File: src/rtl/triangle_setup.sv
// triangle_setup
//   Turns three screen-space vertices into the edge-function coefficients a
//   rasterizer needs. Each edge is E(x,y) = A*x + B*y + C. The coefficients
//   are oriented so that pixels inside the triangle give positive values on
//   all three edges. A bounding box is produced alongside the coefficients.
//
//   Build option TRI_SETUP_BBOX_EN:
//     defined   - the bbox is the vertex min/max, clamped to the window.
//     undefined - the bbox is the full window and no comparators are built.
//
// Ports
//   clk                   rising-edge clock
//   reset                 asynchronous active-low reset
//   vertex_{a,b,c}_in     x = [15:0], y = [31:16], both signed; [63:32] unused
//   win_size_in           width = [15:0], height = [31:16], unsigned
//   control_status_in     status word from the register file
//                         (bit0 START, bit1 BUSY, bit2 DONE, bit3 DEGEN)
//   status_out            status word written back to the register file
//   status_load           one-cycle write strobe for status_out
//   edge_a, edge_b        3 x signed 17-bit coefficients {e2, e1, e0}
//   edge_c                3 x signed 33-bit coefficients {e2, e1, e0}
//   bbox                  {ymax, xmax, ymin, xmin}, 16 bits each
//   setup_valid           coefficients and bbox are valid
//   setup_ready           the rasterizer accepts the setup (with setup_valid)
module triangle_setup (
  input  logic        clk,
  input  logic        reset,
  input  logic [63:0] vertex_a_in,
  input  logic [63:0] vertex_b_in,
  input  logic [63:0] vertex_c_in,
  input  logic [63:0] win_size_in,
  input  logic [63:0] control_status_in,
  output logic [63:0] status_out,
  output logic        status_load,
  output logic [50:0] edge_a,
  output logic [50:0] edge_b,
  output logic [98:0] edge_c,
  output logic [63:0] bbox,
  output logic        setup_valid,
  input  logic        setup_ready
);

  typedef enum logic [2:0] {
    ST_IDLE = 3'd0,
    ST_MUL  = 3'd1,
    ST_SUM  = 3'd2,
    ST_OUT  = 3'd3,
    ST_WB   = 3'd4
  } state_t;

  state_t      state_r;
  state_t      state_nxt_s;

  // Captured operands
  logic [15:0] x0_r, y0_r, x1_r, y1_r, x2_r, y2_r;
  logic [15:0] win_w_r, win_h_r;

  // Product sequencing and C accumulation
  logic [2:0]  cnt_r;
  logic [15:0] mul_a_s, mul_b_s;
  logic [31:0] prod_s;
  logic [32:0] prod_ext_s;
  logic [32:0] c0_r, c1_r, c2_r;

  // Orientation
  logic [34:0] area_s;
  logic        area_zero_s;
  logic        neg_r;

  // Raw (un-oriented) A/B terms
  logic [16:0] a0_s, a1_s, a2_s;
  logic [16:0] b0_s, b1_s, b2_s;

  logic [63:0] bbox_calc_s;
  logic [63:0] bbox_int_r;

  // Registered outputs
  logic [63:0] status_out_r;
  logic        status_load_r;
  logic [50:0] edge_a_r, edge_b_r;
  logic [98:0] edge_c_r;
  logic [63:0] bbox_r;
  logic        setup_valid_r;

  logic        unused_s;

  assign unused_s = ^{vertex_a_in[63:32], vertex_b_in[63:32],
                      vertex_c_in[63:32], win_size_in[63:32]};

  // Status word written when a setup is launched.
  function automatic logic [63:0] status_start_f(input logic [63:0] cs);
    return {cs[63:4], cs[3], 1'b0, 1'b1, 1'b0};
  endfunction

  // Status word written when a setup finishes.
  // START is passed through, so a START the host wrote while busy survives.
  function automatic logic [63:0] status_done_f(input logic [63:0] cs,
                                                input logic        degen);
    return {cs[63:4], degen, 1'b1, 1'b0, cs[0]};
  endfunction

  function automatic logic [16:0] neg17_f(input logic [16:0] v, input logic n);
    return n ? (~v + 17'd1) : v;
  endfunction

  function automatic logic [32:0] neg33_f(input logic [32:0] v, input logic n);
    return n ? (~v + 33'd1) : v;
  endfunction

`ifdef TRI_SETUP_BBOX_EN
  function automatic logic signed [15:0] min3_f(input logic signed [15:0] p,
                                                input logic signed [15:0] q,
                                                input logic signed [15:0] r);
    logic signed [15:0] m;
    m = (p < q) ? p : q;
    return (r < m) ? r : m;
  endfunction

  function automatic logic signed [15:0] max3_f(input logic signed [15:0] p,
                                                input logic signed [15:0] q,
                                                input logic signed [15:0] r);
    logic signed [15:0] m;
    m = (p > q) ? p : q;
    return (r > m) ? r : m;
  endfunction

  // Clamps a signed coordinate into [0, size-1].
  function automatic logic [15:0] clamp_f(input logic signed [15:0] v,
                                          input logic [15:0]        size);
    logic signed [16:0] hi;
    logic signed [16:0] vv;
    hi = $signed({1'b0, size}) - 17'sd1;
    vv = $signed({v[15], v});
    if (vv < 17'sd0) begin
      return 16'd0;
    end else if (vv > hi) begin
      return hi[15:0];
    end else begin
      return v;
    end
  endfunction
`endif

  // Selects the operand pair for the current product.
  // Each edge needs two products, first x0*y1 and then x1*y0.
  always_comb begin
    mul_a_s = 16'd0;
    mul_b_s = 16'd0;
    case (cnt_r)
      3'd0:    begin mul_a_s = x0_r; mul_b_s = y1_r; end
      3'd1:    begin mul_a_s = x1_r; mul_b_s = y0_r; end
      3'd2:    begin mul_a_s = x1_r; mul_b_s = y2_r; end
      3'd3:    begin mul_a_s = x2_r; mul_b_s = y1_r; end
      3'd4:    begin mul_a_s = x2_r; mul_b_s = y0_r; end
      3'd5:    begin mul_a_s = x0_r; mul_b_s = y2_r; end
      default: begin mul_a_s = 16'd0; mul_b_s = 16'd0; end
    endcase
  end

  assign prod_s     = $signed({{16{mul_a_s[15]}}, mul_a_s}) *
                      $signed({{16{mul_b_s[15]}}, mul_b_s});
  assign prod_ext_s = {prod_s[31], prod_s};

  assign area_s      = {{2{c0_r[32]}}, c0_r} + {{2{c1_r[32]}}, c1_r} +
                       {{2{c2_r[32]}}, c2_r};
  assign area_zero_s = (area_s == 35'd0);

  assign a0_s = {y0_r[15], y0_r} - {y1_r[15], y1_r};
  assign a1_s = {y1_r[15], y1_r} - {y2_r[15], y2_r};
  assign a2_s = {y2_r[15], y2_r} - {y0_r[15], y0_r};
  assign b0_s = {x1_r[15], x1_r} - {x0_r[15], x0_r};
  assign b1_s = {x2_r[15], x2_r} - {x1_r[15], x1_r};
  assign b2_s = {x0_r[15], x0_r} - {x2_r[15], x2_r};

  // Computes the bounding box: clamped vertex extent, or the full window.
  always_comb begin
    bbox_calc_s = 64'd0;
`ifdef TRI_SETUP_BBOX_EN
    bbox_calc_s = {clamp_f(max3_f(y0_r, y1_r, y2_r), win_h_r),
                   clamp_f(max3_f(x0_r, x1_r, x2_r), win_w_r),
                   clamp_f(min3_f(y0_r, y1_r, y2_r), win_h_r),
                   clamp_f(min3_f(x0_r, x1_r, x2_r), win_w_r)};
`else
    bbox_calc_s = {win_h_r - 16'd1, win_w_r - 16'd1, 16'd0, 16'd0};
`endif
  end

  // Next-state logic.
  always_comb begin
    state_nxt_s = state_r;
    case (state_r)
      ST_IDLE: begin
        if (control_status_in[0]) state_nxt_s = ST_MUL;
        else                      state_nxt_s = ST_IDLE;
      end
      ST_MUL: begin
        if (cnt_r == 3'd5) state_nxt_s = ST_SUM;
        else               state_nxt_s = ST_MUL;
      end
      ST_SUM: begin
        if (area_zero_s) state_nxt_s = ST_WB;
        else             state_nxt_s = ST_OUT;
      end
      ST_OUT: begin
        if (setup_valid_r && setup_ready) state_nxt_s = ST_WB;
        else                              state_nxt_s = ST_OUT;
      end
      ST_WB:   state_nxt_s = ST_IDLE;
      default: state_nxt_s = ST_IDLE;
    endcase
  end

  // State register.
  always_ff @(posedge clk or negedge reset) begin
    if (!reset) state_r <= ST_IDLE;
    else        state_r <= state_nxt_s;
  end

  // Datapath: operand capture, product accumulation, orientation and outputs.
  always_ff @(posedge clk or negedge reset) begin
    if (!reset) begin
      x0_r <= 16'd0; y0_r <= 16'd0;
      x1_r <= 16'd0; y1_r <= 16'd0;
      x2_r <= 16'd0; y2_r <= 16'd0;
      win_w_r       <= 16'd0;
      win_h_r       <= 16'd0;
      cnt_r         <= 3'd0;
      c0_r          <= 33'd0;
      c1_r          <= 33'd0;
      c2_r          <= 33'd0;
      neg_r         <= 1'b0;
      bbox_int_r    <= 64'd0;
      status_out_r  <= 64'd0;
      status_load_r <= 1'b0;
      edge_a_r      <= 51'd0;
      edge_b_r      <= 51'd0;
      edge_c_r      <= 99'd0;
      bbox_r        <= 64'd0;
      setup_valid_r <= 1'b0;
    end else begin
      status_load_r <= 1'b0;
      case (state_r)
        ST_IDLE: begin
          if (control_status_in[0]) begin
            x0_r          <= vertex_a_in[15:0];
            y0_r          <= vertex_a_in[31:16];
            x1_r          <= vertex_b_in[15:0];
            y1_r          <= vertex_b_in[31:16];
            x2_r          <= vertex_c_in[15:0];
            y2_r          <= vertex_c_in[31:16];
            win_w_r       <= win_size_in[15:0];
            win_h_r       <= win_size_in[31:16];
            cnt_r         <= 3'd0;
            neg_r         <= 1'b0;
            status_out_r  <= status_start_f(control_status_in);
            status_load_r <= 1'b1;
          end
        end
        ST_MUL: begin
          cnt_r <= (cnt_r == 3'd5) ? 3'd0 : cnt_r + 3'd1;
          case (cnt_r)
            3'd0:    c0_r <= prod_ext_s;
            3'd1:    c0_r <= c0_r - prod_ext_s;
            3'd2:    c1_r <= prod_ext_s;
            3'd3:    c1_r <= c1_r - prod_ext_s;
            3'd4:    c2_r <= prod_ext_s;
            3'd5:    c2_r <= c2_r - prod_ext_s;
            default: c0_r <= c0_r;
          endcase
        end
        ST_SUM: begin
          // A clockwise triangle has a negative area. Flipping every
          // coefficient then makes interior pixels evaluate positive.
          neg_r      <= area_s[34];
          bbox_int_r <= bbox_calc_s;
          if (area_zero_s) begin
            status_out_r  <= status_done_f(control_status_in, 1'b1);
            status_load_r <= 1'b1;
          end
        end
        ST_OUT: begin
          // The first OUT cycle loads the outputs. Ready is only honoured
          // once valid is already up.
          if (!setup_valid_r) begin
            edge_a_r <= {neg17_f(a2_s, neg_r), neg17_f(a1_s, neg_r),
                         neg17_f(a0_s, neg_r)};
            edge_b_r <= {neg17_f(b2_s, neg_r), neg17_f(b1_s, neg_r),
                         neg17_f(b0_s, neg_r)};
            edge_c_r <= {neg33_f(c2_r, neg_r), neg33_f(c1_r, neg_r),
                         neg33_f(c0_r, neg_r)};
            bbox_r        <= bbox_int_r;
            setup_valid_r <= 1'b1;
          end else if (setup_ready) begin
            setup_valid_r <= 1'b0;
            status_out_r  <= status_done_f(control_status_in, 1'b0);
            status_load_r <= 1'b1;
          end
        end
        ST_WB: begin
          cnt_r <= 3'd0;
        end
        default: begin
          cnt_r <= 3'd0;
        end
      endcase
    end
  end

  assign status_out  = status_out_r;
  assign status_load = status_load_r;
  assign edge_a      = edge_a_r;
  assign edge_b      = edge_b_r;
  assign edge_c      = edge_c_r;
  assign bbox        = bbox_r;
  assign setup_valid = setup_valid_r;

endmodule

File: config.mk
export PLATFORM = sky130hd
export DESIGN_NAME = triangle_setup
export DESIGN_NICKNAME = d
export VERILOG_FILES = /design/src/rtl/triangle_setup.sv
export SDC_FILE = /design/constraint.sdc
export NUM_CORES = 2
export LEC_CHECK = 0
export ABC_AREA = 1
export ABC_CLOCK_PERIOD_IN_PS = 14500
export CORE_MARGIN = 2
export CORE_UTILIZATION = 40
export DETAILED_ROUTE_END_ITERATION = 8
export GPL_ROUTABILITY_DRIVEN = 0
export PLACE_DENSITY = 0.62
export SYNTH_ARGS = -nofsm -noshare
export SYNTH_HDL_FRONTEND = slang
export SYNTH_SLANG_ARGS = --single-unit
File: constraint.sdc
create_clock -name clk -period 14.5 [get_ports clk]
set_input_delay 2.9 -clock clk [delete_from_list [all_inputs] [get_ports clk]]
set_output_delay 2.9 -clock clk [all_outputs]
set_load 0.05 [all_outputs]
## Word-level counts from Yosys, hierarchy flattened

Index checks and enable logic that the tools add are counted.
Widths: inputs -> output; s select.

- Flip-flop bits (word level): 565
- Input bits: 323
- Output and inout bits: 331
- Logic and storage cells: 129

- $add $sub $neg: 23
- Bitwise operators: 11
- Mux-type cells: 36
- Reduce and logical (&&, ||, !) cells: 24
- Multipliers: 1
- Equal/unequal tests: 12

Operator list:

| cell | count |
|---|---|
| $mux 64 | 4 |
| $pmux 33 s2 | 3 |
| $pmux 64 s3 | 1 |
| $add 17x1->17 const B | 6 |
| $mux 17 | 6 |
| $not 17->17 | 6 |
| $sub 16x16->17 | 6 |
| $add 33x1->33 const B | 3 |
| $mux 33 | 3 |
| $not 33->33 | 3 |
| $sub 33x33->33 | 3 |
| $pmux 16 s3 | 2 |
| $add 34x33->35 | 1 |
| $logic_not 35->1 | 1 |
| $add 33x33->34 | 1 |
| $mul 16x16->32 | 1 |
| $sub 16x1->16 const B | 2 |
| $reduce_and 2->1 | 7 |
| $reduce_or 2->1 | 7 |
| $eq 3x2->1 const B | 4 |
| $mux 3 | 4 |
| $pmux 3 s4 | 1 |
| $pmux 3 s3 | 1 |
| $mux 1 | 8 |
| 13 further kinds | 23 |

## Depth between registers and ports, before layout

- Word-level depth: 6
- Gate-level depth with buffers: 53
- Mapped depth without buffers: 52

## Worst setup path before layout

No wires, ideal clock.

- Kind: register to register
- Start: reg cnt_r[1]
- End: reg c0_r[30]
- Slack: 6.148 ns
- Arrival: 8.218 ns
- Period minus slack after synthesis: 8.352 ns
- Required time: 14.366 ns
- Stages on the path, launching flop included: 45
- Library setup time: 0.134 ns
- Path buffers: 3
- Cell sequence: dfrtp_1 -> clkbuf_1 -> nand2_1 -> inv_1 -> ha_1 -> inv_2 -> nand2_1 -> inv_1 -> buf_1 -> o221ai_1 -> clkbuf_1 -> nand2_1 -> inv_1 -> fa_1 -> inv_1 -> fa_1 -> fa_1 -> inv_1 -> [... 9 more ...] -> nand2_1 -> nand3_1 -> nand2_1 -> nand2_1 -> xor2_1 -> inv_1 -> ha_1 -> nand2_1 -> nor2_1 -> nand2_1 -> o311ai_0 -> nand4_1 -> nand2_1 -> nand2_1 -> nand3_1 -> nand3_1 -> nand2_1 -> o21ai_0

- Word-level cells in the longest chain between the ends: 6
- Elaborated cells between the ends (all ways): 19
- Classes of those cells: add/sub (1); mul (1); eq/ne (5); mux (3); reduce/logical (9)

Ends and longest elaborated chain:

| element | RTL line | RTL |
|---|---|---|
| start: declaration | 59 | `logic [2:0] cnt_r;` |
| start signal: assignment | 260 | `cnt_r <= (cnt_r == 3'd5) ? 3'd0 : cnt_r + 3'd1;` |
| $eq 3x3->1 (tied with other cells) | 149 | `case (cnt_r)` |
| $reduce_or 2->1 (no source line) | n/a |  |
| $pmux 16 s3 | 149 |  |
| $mul 16x16->32 | 160 | `assign prod_s = $signed({{16{mul_a_s[15]}}, mul_a_s}) *` |
| $sub 33x33->33 | 263 | `3'd1: c0_r <= c0_r - prod_ext_s;` |
| $pmux 33 s2 | 261 | `case (cnt_r)` |
| end signal: assignment | 262 | `3'd0: c0_r <= prod_ext_s;` |
| end signal: assignment | 263 |  |
| end signal: assignment | 268 | `default: c0_r <= c0_r;` |
| end: declaration | 63 | `logic [32:0] c0_r, c1_r, c2_r;` |

Parallel ways exist; a longest one is shown, timed or not.
A chain may end at the register's enable or synchronous reset.

## Final worst setup path

- Start: reg cnt_r[0]
- End: reg c0_r[30]

The elaborated chain is that of the path after synthesis.

==> results.py <==
metrics = {
    "place": {
        "port_buffers": 491,
        "dpl.hpwl_um": 144000,
        "pre_cts_slack_ns": 2.46,
    },
    "sta": {
        "fin_ws_ns": 2.27,
        "max_freq_ghz": 0.0818,
        "setup_viol": 0,
        "min_period_ns": 12.23,
        "rsz0062_at_grt": "no",
        "fin_tns_setup_ns": 0,
        "slew_viol_final": 0,
        "hold_ws_ns": 0.464,
        "worstMarginPinSlew_ns": 1.34,
        "max-slew-margin-rel_pct": 9.58,
        "finalHoldViolations": 0,
        "final.setup_skew_ns": 0.0280,
        "fin_crit_sh_pct": 84.3,
    },
    "global_route": {
        "grt_pass1_vias": 46333,
        "grt_first_pass_wirelength_um": 276000,
        "groute.usage.overall_pct": 27.5,
        "grt_overflow": 0,
        "grt_max_degree": 191,
        "antenna_found_initial": 8,
    },
    "cts": {
        "htree_num_levels": 3,
        "hold_buffers": 0,
        "clk_latency_ns": 0.69,
        "cts_resized": 0,
        "numCtsBuffers": 73,
        "clock_tree.root_cell": "clkbuf_16",
        "cts_sinks": 565,
        "post_cts_buffers": 0,
        "cts_tree": "done",
        "cts_buffer_depth": 3,
        "clk_pin_slew_ns": 0.06,
    },
    "floorplan": {
        "core_um2": 126000,
        "ios": 654,
        "die_h_um": 360,
        "rows": 130,
        "die_x_um": 360,
        "dieArea_um2": 130000,
        "start_util_pct": 40.3,
    },
    "yosys": {
        "syn_inst": 7021,
        "netlist_area_um2": 50800,
        "synth-seq-cells": 565,
        "synth_area_per_cell_um2": 7.23,
        "yosysTopAreaCell": "dfrtp_1",
        "synth_edf_count": 0,
        "synth_top_area_share_pct": 27.8,
        "seq_area_frac_synth_pct": 27.8,
        "synth_area_leaders": "dfrtp_1, nand2_1, fa_1",
        "yosys_warnings": 0,
        "synth_cell_types": 54,
        "ys_async_sr_fraction_pct": 100,
        "ys.flop_type": "dfrtp_1",
    },
    "setup_path": {
        "slowest_delay_ns": 0.84,
        "cp_max_fo": 45,
        "slowest_stage": "o311ai_0",
        "r2r-start": "cnt_r[0]",
        "path_class": "flip-flop to flip-flop",
        "cp.required_ns": 15.03,
        "regToRegEndpoint": "c0_r[30]",
        "timing.critical_path.buf_inv": 12,
        "arrival_ns": 12.76,
        "critPathMostFrequentCell": "nand2_1",
        "ff2ff_path_depth": 45,
        "regToRegSetupSlack_ns": 2.27,
        "cp-start-kind": "flip-flop",
        "crit_family": "adder cells",
        "end_kind": "flip-flop",
    },
    "final_layout": {
        "final_cell_mix": "nand2_1, inv_1, dfrtp_1, nor2_1, clkdlybuf4s50_1",
        "multi_input_area_um2": 31400,
        "area_growth_pct": 17.7,
        "final_common_cell": "nand2_1",
        "nNetsFinal": 8353,
        "fillers": 12647,
        "regArea_um2": 14100,
        "layout-drive-gt1-share_pct": 3.43,
    },
    "detailed_routing": {
        "dr.pass1.iters": 8,
        "drt_wl_total_um": 181000,
        "routed_via_density": 5.28,
        "ant_nets": 0,
        "first_iter_violations": 4425,
        "drc": 0,
        "dr_total_vias": 48243,
        "wire_per_inst_um": 19.8,
    },
    "min_path": {
        "hold_path_class": "flip-flop to flip-flop",
        "min_from": "bbox_int_r[45]",
        "hold-path-endpoint": "bbox[45]",
        "hold_depth": 2,
    },
    "outcome": {
        "outcome": "complete, no violations",
    },
    "run": {
        "max_cap_viol_count": 0,
    },
}
## per-stage QoR
step                      instances  cell area, µm²  utilization, %
after floorplan                7052           50900               -
after global placement         9008           57300            45.5
after detailed placement       9008           57300            45.5
after CTS                      9138           59800            47.5
after global routing           9141           59800            47.5
final                          9143           59800            47.5
## worst register-to-register path: cells and delay by family (launching register included)
family / cells / cell delay, ns
buffers and inverters: 12 / 2.73
AND/OR/NAND/NOR: 22 / 3.37
AO/OA/AOI/OAI: 2 / 0.91
XOR/XNOR: 1 / 0.64
flip-flops: 1 / 0.50
adder cells (fa/ha/maj): 8 / 3.93
## sequential cells by signal, indices dropped and copies added, names as in the netlist, 3 cells and up
signal	flops
c2_r	33
edge_b	51
status_out	64
cnt_r	3
c1_r	33
x0_r	16
edge_c	99
bbox_int_r	32
edge_a	51
win_w_r	16
win_h_r	16
y1_r	16
x1_r	16
bbox	32
x2_r	16
c0_r	33
y0_r	16
y2_r	16
state_r	3
## synthesized netlist by cell type, types with 5 or more instances
master / number
o31ai_1: 8
ha_1: 292
dfrtp_1: 565
o22ai_1: 19
a21oi_1: 401
or2_2: 24
buf_6: 6
fa_1: 305
o21a_1: 27
xnor2_1: 70
o21bai_1: 15
nand3_1: 297
nand3b_1: 14
nor3_1: 86
o21ai_0: 445
a21o_1: 8
nor4_1: 22
o211ai_1: 39
nand4_1: 122
o221ai_1: 28
buf_2: 19
nand2_1: 1903
buf_1: 16
a21boi_0: 17
a31oi_1: 41
a22oi_1: 6
nor2_1: 530
o21ai_1: 19
and2_1: 5
inv_1: 1148
mux2_2: 16
clkbuf_1: 169
buf_4: 32
inv_2: 9
xor2_1: 259
## cells by family after synthesis
group           share of synthesized area (%)
other cells                           0.00738
buf+inv                                  10.7
fa+ha+maj                                19.2
xor+xnor                                 5.67
mux                                     0.355
compound gates                           11.9
flops                                    27.8
simple gates                             24.3
## layer usage
layer  global-route usage, %  wire length (µm)  up-vias
met5                       0                 7        -
met4                    14.1             10500        2
met3                    4.83             13700      456
met2                    43.8             81800     1882
met1                    35.8             75100    22900
li1                        -                 -    23003
## worst max path at each step
stage	slack (ns)	cells past startpoint	end	from
5_1_grt	1.69	45	c0_r[30]	cnt_r[0]
3_3_place_gp	2.68	45	c0_r[30]	cnt_r[0]
3_5_place_dp	2.46	45	c0_r[30]	cnt_r[0]
2_1_floorplan	6.15	44	c0_r[30]	cnt_r[1]
6_report	2.27	45	c0_r[30]	cnt_r[0]
4_1_cts	2.42	45	c0_r[30]	cnt_r[0]
## area by class of cell
cell class,instances,share of cell area (%)
antenna,5,0.0209
clock buffer,92,3.31
clock inverter,38,0.802
inverter,1157,7.28
multi-input combinational,5088,52.5
sequential,565,23.7
tap,1650,3.45
timing repair buffer,548,8.99
Power is not shown: default switching activity piles up to over one toggle a cycle in this logic, so the estimate is an artifact.
